[config.mk]
export PLATFORM = sky130hd
export DESIGN_NAME = ps2_keyboard_rx
export DESIGN_NICKNAME = d
export VERILOG_FILES = /design/src/rtl/ps2_keyboard_rx.sv
export SDC_FILE = /design/constraint.sdc
export NUM_CORES = 1
export LEC_CHECK = 0
export ABC_CLOCK_PERIOD_IN_PS = 5800
export CORE_UTILIZATION = 63
export DETAILED_ROUTE_END_ITERATION = 12
export GPL_TIMING_DRIVEN = 0
export PLACE_DENSITY = 0.85
export SYNTH_ARGS = -nofsm -noshare
export SYNTH_HDL_FRONTEND = slang
export SYNTH_SLANG_ARGS = --single-unit
[constraint.sdc]
create_clock -name clk -period 5.8 [get_ports clk]
set_input_delay 1.16 -clock clk [delete_from_list [all_inputs] [get_ports clk]]
set_output_delay 1.16 -clock clk [all_outputs]
set_load 0.01 [all_outputs]
[src/rtl/ps2_keyboard_rx.sv]
// PS/2 keyboard receiver: oversampled and deglitched lines, 11-bit deframer with
// parity/stop/timeout checks, E0/F0 prefix decoder, event FIFO and held-key register.
module ps2_keyboard_rx #(
  parameter int FILTER_LEN     = 8,
  parameter int TIMEOUT_CYCLES = 100000,
  parameter int FIFO_DEPTH     = 8
) (
  input  logic                        clk,
  input  logic                        rst,
  input  logic                        PS2_CLK,
  input  logic                        PS2_DAT,
  output logic                        ev_valid,
  input  logic                        ev_ready,
  output logic [7:0]                  ev_code,
  output logic                        ev_break,
  output logic                        ev_ext,
  output logic [$clog2(FIFO_DEPTH):0] ev_count,
  output logic [7:0]                  data_out,
  output logic                        parity_err,
  output logic                        frame_err,
  output logic                        overflow
);
  localparam int FW = $clog2(FILTER_LEN);
  localparam int TW = $clog2(TIMEOUT_CYCLES + 1);
  localparam int AW = $clog2(FIFO_DEPTH);
  localparam logic [7:0] EXT_PREFIX = 8'hE0;
  localparam logic [7:0] BRK_PREFIX = 8'hF0;

  typedef enum logic [1:0] {IDLE, DATA, PARITY, STOP} state_e;
  typedef struct packed {
    logic       ext;
    logic       brk;
    logic [7:0] code;
  } event_t;

  // Line conditioning: bit 0 is PS2_CLK, bit 1 is PS2_DAT.
  logic [1:0]    sync1_q, sync2_q, lvl_q;
  logic [FW-1:0] flt_cnt_q [2];
  logic          clk_prev_q;
  logic          fall, dat_f;

  // NOTE: sequential state uses <= so every register samples pre-edge values.
  always_ff @(posedge clk or negedge rst) begin
    if (!rst) begin
      sync1_q    <= '1;
      sync2_q    <= '1;
      lvl_q      <= '1;
      clk_prev_q <= 1'b1;
      for (int i = 0; i < 2; i++) flt_cnt_q[i] <= '0;
    end else begin
      sync1_q    <= {PS2_DAT, PS2_CLK};
      sync2_q    <= sync1_q;
      clk_prev_q <= lvl_q[0];
      for (int i = 0; i < 2; i++) begin
        if (sync2_q[i] == lvl_q[i]) begin
          flt_cnt_q[i] <= '0;
        end else if (flt_cnt_q[i] == FW'(FILTER_LEN - 1)) begin
          lvl_q[i]     <= sync2_q[i];
          flt_cnt_q[i] <= '0;
        end else begin
          flt_cnt_q[i] <= flt_cnt_q[i] + FW'(1);
        end
      end
    end
  end

  assign fall  = clk_prev_q & ~lvl_q[0];
  assign dat_f = lvl_q[1];

  // Deframer
  state_e        state_q, state_d;
  logic [2:0]    bit_cnt_q, bit_cnt_d;
  logic [7:0]    shift_q, shift_d;
  logic          perr_q, perr_d;
  logic [TW-1:0] to_cnt_q, to_cnt_d;
  logic          to_hit;
  logic          done_d, perr_pulse_d, ferr_pulse_d;
  logic          done_q, perr_pulse_q, ferr_pulse_q;
  logic [7:0]    byte_q;

  // to_cnt_q holds cycles elapsed since the last fall; the error register adds
  // one more, so the abort fires one count early to land exactly on the limit.
  assign to_hit = (state_q != IDLE) && !fall && (to_cnt_q == TW'(TIMEOUT_CYCLES - 1));

  always_ff @(posedge clk or negedge rst) begin
    if (!rst) begin
      state_q   <= IDLE;
      bit_cnt_q <= '0;
      shift_q   <= '0;
      perr_q    <= 1'b0;
      to_cnt_q  <= '0;
    end else begin
      state_q   <= state_d;
      bit_cnt_q <= bit_cnt_d;
      shift_q   <= shift_d;
      perr_q    <= perr_d;
      to_cnt_q  <= to_cnt_d;
    end
  end

  // NOTE: every variable gets a default first, so no path can infer a latch.
  always_comb begin
    state_d   = state_q;
    bit_cnt_d = bit_cnt_q;
    shift_d   = shift_q;
    perr_d    = perr_q;
    if (fall)                 to_cnt_d = TW'(1);
    else if (state_q == IDLE) to_cnt_d = '0;
    else                      to_cnt_d = to_cnt_q + TW'(1);
    if (to_hit) begin
      state_d = IDLE;
    end else if (fall) begin
      unique case (state_q)
        IDLE: if (!dat_f) begin
          state_d   = DATA;
          bit_cnt_d = '0;
        end
        DATA: begin
          shift_d   = {dat_f, shift_q[7:1]};
          bit_cnt_d = bit_cnt_q + 3'd1;
          if (bit_cnt_q == 3'd7) state_d = PARITY;
        end
        PARITY: begin
          perr_d  = ~(^shift_q ^ dat_f);
          state_d = STOP;
        end
        STOP:    state_d = IDLE;
        default: state_d = IDLE;
      endcase
    end
  end

  always_comb begin
    done_d       = 1'b0;
    perr_pulse_d = 1'b0;
    ferr_pulse_d = 1'b0;
    if (to_hit) begin
      ferr_pulse_d = 1'b1;
    end else if (fall && state_q == STOP) begin
      if (!dat_f)      ferr_pulse_d = 1'b1;
      else if (perr_q) perr_pulse_d = 1'b1;
      else             done_d       = 1'b1;
    end
  end

  always_ff @(posedge clk or negedge rst) begin
    if (!rst) begin
      done_q       <= 1'b0;
      perr_pulse_q <= 1'b0;
      ferr_pulse_q <= 1'b0;
      byte_q       <= '0;
    end else begin
      done_q       <= done_d;
      perr_pulse_q <= perr_pulse_d;
      ferr_pulse_q <= ferr_pulse_d;
      if (done_d) byte_q <= shift_q;
    end
  end

  // Prefix decoder, held-key register and event FIFO
  logic                ext_pend_q, brk_pend_q;
  logic [7:0]          data_out_q;
  logic [AW:0]         count_q;
  logic [AW-1:0]       wr_ptr_q, rd_ptr_q;
  logic                overflow_q;
  event_t              mem_q [FIFO_DEPTH];
  event_t              push_ev, head;
  logic                push, pop, full, do_push;

  assign push    = done_q && (byte_q != EXT_PREFIX) && (byte_q != BRK_PREFIX);
  assign push_ev = '{ext: ext_pend_q, brk: brk_pend_q, code: byte_q};
  assign pop     = ev_valid && ev_ready;
  assign full    = (count_q == (AW + 1)'(FIFO_DEPTH));
  assign do_push = push && (!full || pop);

  always_ff @(posedge clk or negedge rst) begin
    if (!rst) begin
      ext_pend_q <= 1'b0;
      brk_pend_q <= 1'b0;
      data_out_q <= '0;
    end else begin
      if (perr_pulse_q || ferr_pulse_q) begin
        ext_pend_q <= 1'b0;
        brk_pend_q <= 1'b0;
      end else if (done_q) begin
        if (byte_q == EXT_PREFIX) begin
          ext_pend_q <= 1'b1;
        end else if (byte_q == BRK_PREFIX) begin
          brk_pend_q <= 1'b1;
        end else begin
          ext_pend_q <= 1'b0;
          brk_pend_q <= 1'b0;
        end
      end
      // The held key tracks every decoded event, even one dropped on overflow.
      if (push) begin
        if (!brk_pend_q)              data_out_q <= byte_q;
        else if (byte_q == data_out_q) data_out_q <= '0;
      end
    end
  end

  // NOTE: FIFO storage is not reset; occupancy gates every read of it.
  always_ff @(posedge clk) begin
    if (do_push) mem_q[wr_ptr_q] <= push_ev;
  end

  always_ff @(posedge clk or negedge rst) begin
    if (!rst) begin
      count_q    <= '0;
      wr_ptr_q   <= '0;
      rd_ptr_q   <= '0;
      overflow_q <= 1'b0;
    end else begin
      overflow_q <= push && full && !pop;
      if (do_push) wr_ptr_q <= wr_ptr_q + AW'(1);
      if (pop)     rd_ptr_q <= rd_ptr_q + AW'(1);
      if (do_push && !pop)      count_q <= count_q + (AW + 1)'(1);
      else if (!do_push && pop) count_q <= count_q - (AW + 1)'(1);
    end
  end

  assign head       = mem_q[rd_ptr_q];
  assign ev_valid   = (count_q != '0);
  assign ev_code    = ev_valid ? head.code : '0;
  assign ev_break   = ev_valid ? head.brk  : 1'b0;
  assign ev_ext     = ev_valid ? head.ext  : 1'b0;
  assign ev_count   = count_q;
  assign data_out   = data_out_q;
  assign parity_err = perr_pulse_q;
  assign frame_err  = ferr_pulse_q;
  assign overflow   = overflow_q;
endmodule
==> impl_results.md, run 1 <==
- Worst-path clk slew: about 0.070 ns
- Setup slack, reg-to-reg: between 2 and 3 ns
- Worst Reg2Reg Path Length in Cells: 12
- Yosys warns: 0
- Core footprint: 9910 um^2
- Commonest non-fill, non-tap cell in the layout: edfxtp_1
- Post_cts resized: 0
- Layout cells sized above 1: about a fifth
- Starting DRT DRC Count: 193
- Hold crit path type: flip-flop to flip-flop
- Syn Std Cell Area: roughly 6500 um^2
- Avg Cell Area, Syn: about 15 um^2
- CTS root buffer: clkbuf_8
- Syn_nets: 445
- H-tree depth: 4
- Pre-CTS setup slack: roughly 2.2 ns
- Routed via count: 3613
- Critical-path top delay cell: clkbuf_1
- Area grow syn2layout: 17.8%
- # IOs: 31
- Worst setup path endpoint: ev_code[4]
- Die ar.: around 11000 um^2
- Most used cells in the layout excluding fill and tap cells: edfxtp_1, dfrtp_1, nor2_1, clkdlybuf4s50_1, xnor2_1
- Fillers: approximately 580
- I/O Buffers: 30
- Drt first pass iters: 4
- Max Slew Vio Count: 0
- Worst reg2reg startpoint: byte_q[2]
- Routability-driven placement congestion ratio: between 0.7 and 0.8
- Crit path time final: ~3.8 ns
- Clk_skew: around 0.012 ns
- CP Cell Sequence: clkbuf_1 > mux4_2 > mux2i_1 > nor2_1 > clkdlybuf4s50_1
- Yosys top cell by area: edfxtp_1
- Hpwl dp: about 8000 um
- CP Launch Point: rd_ptr_q[1]
- Post-synth top area share: 36.8%
- Crit-path max cell delay: 0.52 ns
- GRT overflow: 0
- Chip width: 104 um
- Static leakage: approximately 2.9 nW
- Routed vias/inst: roughly 5.8
- Synth cell types: between 40 and 50
- Synth Register Bits: between 150 and 200
- Slew HR: between 20% and 30%
- Worst path required time: 4.64 ns
- Status: finished, final reports clean
- GRT Total Usage: ~25%
- Max Clock Freq: about 260 MHz
- Main synth FF type: edfxtp_1
- Sequential fraction of the synthesis area: between 60 and 70%
- Inserted Clock Buffers: 17
- CP Class: flip-flop to primary output
- Initial antenna violation count: 0
- Initial Util: 65.8%
- Setup TNS Final: 0 ns
- CP Launch Type: flip-flop
- Area of the multi-input gates: 2140 um^2
- Routed WL: between 10000 and 15000 um
- Total power divided by cell area: approximately 420 nW/um^2
- Final setup viols: 0
- CTS tree: done
- Die H: about 100 um
- Slew @ Worst Pin: 1.07 ns
- Ys async rst share: between 40% and 50%
- Arr. time, crit path: 2.62 ns
- Pin count of the biggest net entering global routing: between 50 and 60
- Post-route ant nets: 0
- EDFF count, synth: 80
- Worst VDD drop: 0.000245 V
- # nets final: 496
- Clock sink count: 156
- Avg WL per Cell: ~19 um
- Endpoint class of the critical path: primary output
- Max capacitance violation total: 0
- Synth area leaders: edfxtp_1, dfrtp_1, mux4_2
- Critical path fanouts, max: 10
- Hold_buf cts: 0
- Crit Reg-Reg Endpoint: ev_count[3]
- FF+latch area: roughly 4300 um^2
- Non-filler instance count after layout: 620
- Final worst path period share: between 60% and 70%
- First-pass GRT wire length: ~20000 um
- Syn Inst Count: about 420
- Antenna cells: 0
- Final hold vios: 0
- Worst skew pair latency: 0.52 ns
- DRC viols: 0
- Cell row count: 36
- Post-CTS Setup Bufs: 0
- Setup ws final: about 2 ns
- Clk buf depth: 2
- RSZ-0062 raised after global routing: false
- Vias in the first global route: 3836
- Dpl cells: between 500 and 600
-- cell usage after synthesis (8+ instances only) --
library cell and count:
a22o_1 10, dfrtp_1 69, edfxtp_1 80, ha_1 16
inv_1 8, mux2_2 20, mux2i_1 10, mux4_2 20
nand2_1 23, nand3_1 8, nor2_1 32, o21ai_0 8
xnor2_1 26, xor2_1 13
-- report_power, final --
group / internal (W) / switching (W) / total (W)
clock: 0.000717 / 0.000472 / 0.00119
sequential: 0.00124 / 0.0000779 / 0.00132
combinational: 0.000386 / 0.000362 / 0.000747
-- worst max-delay path: cells and delay by family (launching register included) --
family,cells,cell delay (ns)
buffers and inverters,2,1.01
multiplexers,2,0.62
AND/OR/NAND/NOR,1,0.06
flip-flops,1,0.42
-- layout make-up --
| class | count | share of cell area (%) |
|---|---|---|
| Inverter | 8 | 0.391 |
| Clock inverter | 15 | 2.90 |
| Tap cell | 133 | 2.17 |
| Buffer | 12 | 0.846 |
| Sequential cell | 156 | 56.1 |
| Multi-Input combinational cell | 247 | 27.9 |
| Timing Repair Buffer | 32 | 4.33 |
| Clock buffer | 17 | 5.39 |
-- layer usage --
layer,global-route usage [%],vias to the layer above,part of all wire (%)
li1,-,1680,-
met1,30.8,1851,41
met2,43.0,71,55
met3,4.97,11,2.6
met4,9.29,0,1.3
met5,0,-,0
-- stage by stage --
step / total power, W / utilization (%) / hold slack (ns) / area [um^2]
3_3_place_gp: 0.00206 / 70.5 / 0.346 / 6990
2_1_floorplan: 0.00183 / - / 0.345 / 6520
3_5_place_dp: 0.00210 / 71.1 / 0.352 / 7050
6_report: 0.00326 / 77.6 / 0.359 / 7690
5_1_grt: 0.00342 / 77.6 / 0.364 / 7690
4_1_cts: 0.00329 / 77.6 / 0.362 / 7690
-- registers in the layout, indices dropped and copies added, names as in the netlist, 2 cells and up --
signal,cells
shift_q,8
data_out,8
wr_ptr_q,3
lvl_q,2
rd_ptr_q,3
bit_cnt_q,3
ev_count,4
flt_cnt_q,6
state_q,2
sync2_q,2
byte_q,8
mem_q,80
sync1_q,2
to_cnt_q,17
-- worst min-delay path by stage --
| stage | from | endpoint | slack, ns | depth (start not counted) |
|---|---|---|---|---|
| 2_1_floorplan | sync1_q[0] | sync2_q[0] | 0.35 | 0 |
| 3_3_place_gp | sync1_q[1] | sync2_q[1] | 0.35 | 0 |
| 3_5_place_dp | sync1_q[0] | sync2_q[0] | 0.35 | 0 |
| 4_1_cts | sync1_q[0] | sync2_q[0] | 0.36 | 0 |
| 5_1_grt | sync1_q[0] | sync2_q[0] | 0.36 | 0 |
| 6_report | sync1_q[0] | sync2_q[0] | 0.36 | 0 |
-- cells by family (layout without fill, tap and decap cells) --
logic type / count (synthesis) / count (layout) / synth area share, %
AO/OA/AOI/OAI: 33 / 33 / 3.41
XOR/XNOR: 39 / 39 / 5.24
adder cells (fa/ha/maj): 17 / 17 / 3.38
buffers and inverters: 20 / 84 / 1.46
flip-flops: 156 / 156 / 66.1
multiplexers: 50 / 50 / 11.9
AND/OR/NAND/NOR: 108 / 108 / 8.52
(Power assumes the default switching activity.)
==> run 2: changes to the inputs <==
ABC_CLOCK_PERIOD_IN_PS = 3700   (was 5800)
CORE_UTILIZATION = 60   (was 63)
PLACE_DENSITY = 0.81   (was 0.85)
clock period = 3.7 ns   (was 5.8 ns; I/O delays follow)
==> run 2 against run 1 <==
Effect of this change:
- setup slack got worse by 1.7 ns
- global-route usage is 1.1 points lower
- routed wire length down 3.0%
- largest power group unchanged
==> impl_results.md, run 2 (same netlist as run 1, synthesis figures left out) <==
- # IOs: 31 (unchanged)
- Routed vias/inst: 5.80 (was 5.83)
- Layout cells sized above 1: 18.9% (was 19.7%)
- Clk buf depth: 2 (unchanged)
- Hold crit path type: input port to async pin (was flip-flop to flip-flop)
- Top reg by flops: mem_q (unchanged)
- Routed via count: 3607 (was 3613)
- Crit path buffers/inverters: 2 (unchanged)
- Final worst path period share: roughly 91%
- CP Launch Type: flip-flop (unchanged)
- Max Slew Vio Count: 0 (unchanged)
- GRT overflow: 0 (unchanged)
- Cell row count: 37 (was 36)
- Hold_ws: 0.0828 ns (was 0.359 ns)
- Final hold vios: 0 (unchanged)
- Avg WL per Cell: 18.7 um (was 19.3 um)
- Arr. time, crit path: 2.64 ns (was 2.62 ns)
- Antenna cells: 0 (unchanged)
- Fillers: 642 (was 577)
- Area grow syn2layout: 17.2% (was 17.8%)
- Worst path required time: 2.96 ns (was 4.64 ns)
- Routed WL: 11600 um (was 12000 um)
- Die ar.: 11300 um^2 (was 10800 um^2)
- Top flop regs: mem_q: 80 flops, to_cnt_q: 17 flops (unchanged)
- Post-route ant nets: 0 (unchanged)
- Setup slack, reg-to-reg: 0.44 ns (was 2.58 ns)
- Setup ws final: 0.321 ns (was 2.02 ns)
- CP Cell Sequence: clkbuf_1 > mux4_2 > mux2i_1 > nor2_1 > clkdlybuf4s50_1 (unchanged)
- Pre-CTS setup slack: 0.456 ns (was 2.23 ns)
- Max capacitance violation total: 0 (unchanged)
- Drt first pass iters: 4 (unchanged)
- Status: finished, final reports clean (unchanged)
- Worst skew pair latency: 0.53 ns (was 0.52 ns)
- Clk_skew: 0.00699 ns (was 0.0117 ns)
- Post_cts resized: 0 (unchanged)
- H-tree depth: 4 (unchanged)
- I/O Buffers: 30 (unchanged)
- Pin count of the biggest net entering global routing: 60 (was 57)
- Initial Util: 62.6% (was 65.8%)
- Chip width: 106 um (was 104 um)
- Hpwl dp: 7830 um (was 7790 um)
- Hold_buf cts: 0 (unchanged)
- Critical-path top delay cell: clkbuf_1 (unchanged)
- Crit-path max cell delay: 0.56 ns (was 0.52 ns)
- CTS tree: done (unchanged)
- Final setup viols: 0 (unchanged)
- Routability-driven placement congestion ratio: 0.782 (was 0.796)
- Critical path's top delay family: buffers and inverters (unchanged)
- CTS root buffer: clkbuf_8 (unchanged)
- Post-CTS Setup Bufs: 0 (unchanged)
- Initial antenna violation count: 0 (unchanged)
- Largest register FFs: 80 (unchanged)
- Static leakage: 2.84 nW (was 2.91 nW)
- Endpoint class of the critical path: primary output (unchanged)
- Critical path fanouts, max: 10 (unchanged)
- # nets final: 496 (unchanged)
- RSZ-0062 raised after global routing: false (unchanged)
- Worst-path clk slew: 0.06 ns (was 0.07 ns)
- Most used cells in the layout excluding fill and tap cells: edfxtp_1, dfrtp_1, nor2_1, clkdlybuf4s50_1, xnor2_1 (unchanged)
- DRC viols: 0 (unchanged)
- Die H: 106 um (was 104 um)
- Clock sink count: 156 (unchanged)
- Total power divided by cell area: 655 nW/um^2 (was 424 nW/um^2)
- Crit path time final: roughly 3.4 ns
- Commonest non-fill, non-tap cell in the layout: edfxtp_1 (unchanged)
- First-pass GRT wire length: 19500 um (was 19800 um)
- Starting DRT DRC Count: 172 (was 193)
- Core footprint: 10400 um^2 (was 9910 um^2)
- CP Class: flip-flop to primary output (unchanged)
- Slew @ Worst Pin: 1.06 ns (was 1.07 ns)
- Max Clock Freq: 296 MHz
- Worst VDD drop: 0.000335 V (was 0.000245 V)
- Inserted Clock Buffers: 17 (unchanged)
- Total power: 0.00501 W (was 0.00326 W)
- GRT Total Usage: 23.6% (was 24.7%)
- Slew HR: 28.9% (was 28.3%)
- Vias in the first global route: 3807 (was 3836)
run 2: path summary, 6_finish.rpt:
check | start | to | cells past startpoint
max in group asynchronous | rst | clk_prev_q | 2
min in group clk | sync1_q[0] | sync2_q[0] | 0
min | rst | to_cnt_q[9] | 1
max reg2reg | byte_q[2] | ev_count[3] | 12
min reg2reg | sync1_q[0] | sync2_q[0] | 0
max | rd_ptr_q[1] | ev_code[6] | 5
run 2: metrics by stage:
stage	utilization [%]	instance area (um^2)	setup TNS (ns)	instances
3_3_place_gp	67.1	6990	-40.86	589
2_1_floorplan	-	6520	0	423
6_report	73.4	7640	0	622
5_1_grt	73.4	7640	0	622
4_1_cts	73.4	7640	0	622
3_5_place_dp	67.7	7050	0	591
run 2: area by class of cell:
cell class	instances	area (um^2)	area share, %
Buffer	12	65.1	0.851
Clock buffer	18	418	5.47
Clock inverter	13	174	2.27
Inverter	8	30.0	0.393
Multi-Input combinational cell	247	2140	28.0
Sequential cell	156	4310	56.4
Tap cell	136	170	2.23
Timing Repair Buffer	32	333	4.35
run 2: where the power goes:
part	switching [W]	internal (W)	total (W)
clock	0.000663	0.00108	0.00175
combinational	0.000576	0.000610	0.00119
sequential	0.000123	0.00195	0.00208
total	0.00136	0.00365	0.00501
run 2: per-layer routing:
layer  GRT usage [%]  vias to the layer above  part of all wire (%)  wire [um]
li1                -                     1678                     -          -
met4            9.92                        0                   2.1        247
met5               0                        -                     0          0
met3            6.32                       29                   3.4        400
met1            28.0                     1833                    43       4940
met2            40.7                       67                    52       6020
run 2: worst reg2reg max path: stages (launching register included):
cell     delay [ns]
dfrtp_1        0.51
or4b_1         0.65
o31a_1         0.40
nand2_4        0.16
inv_1          0.11
ha_1           0.23
inv_1          0.11
ha_1           0.24
a21o_1         0.18
a21oi_1        0.21
xnor2_1        0.14
nor2_1         0.06
xor2_1         0.14
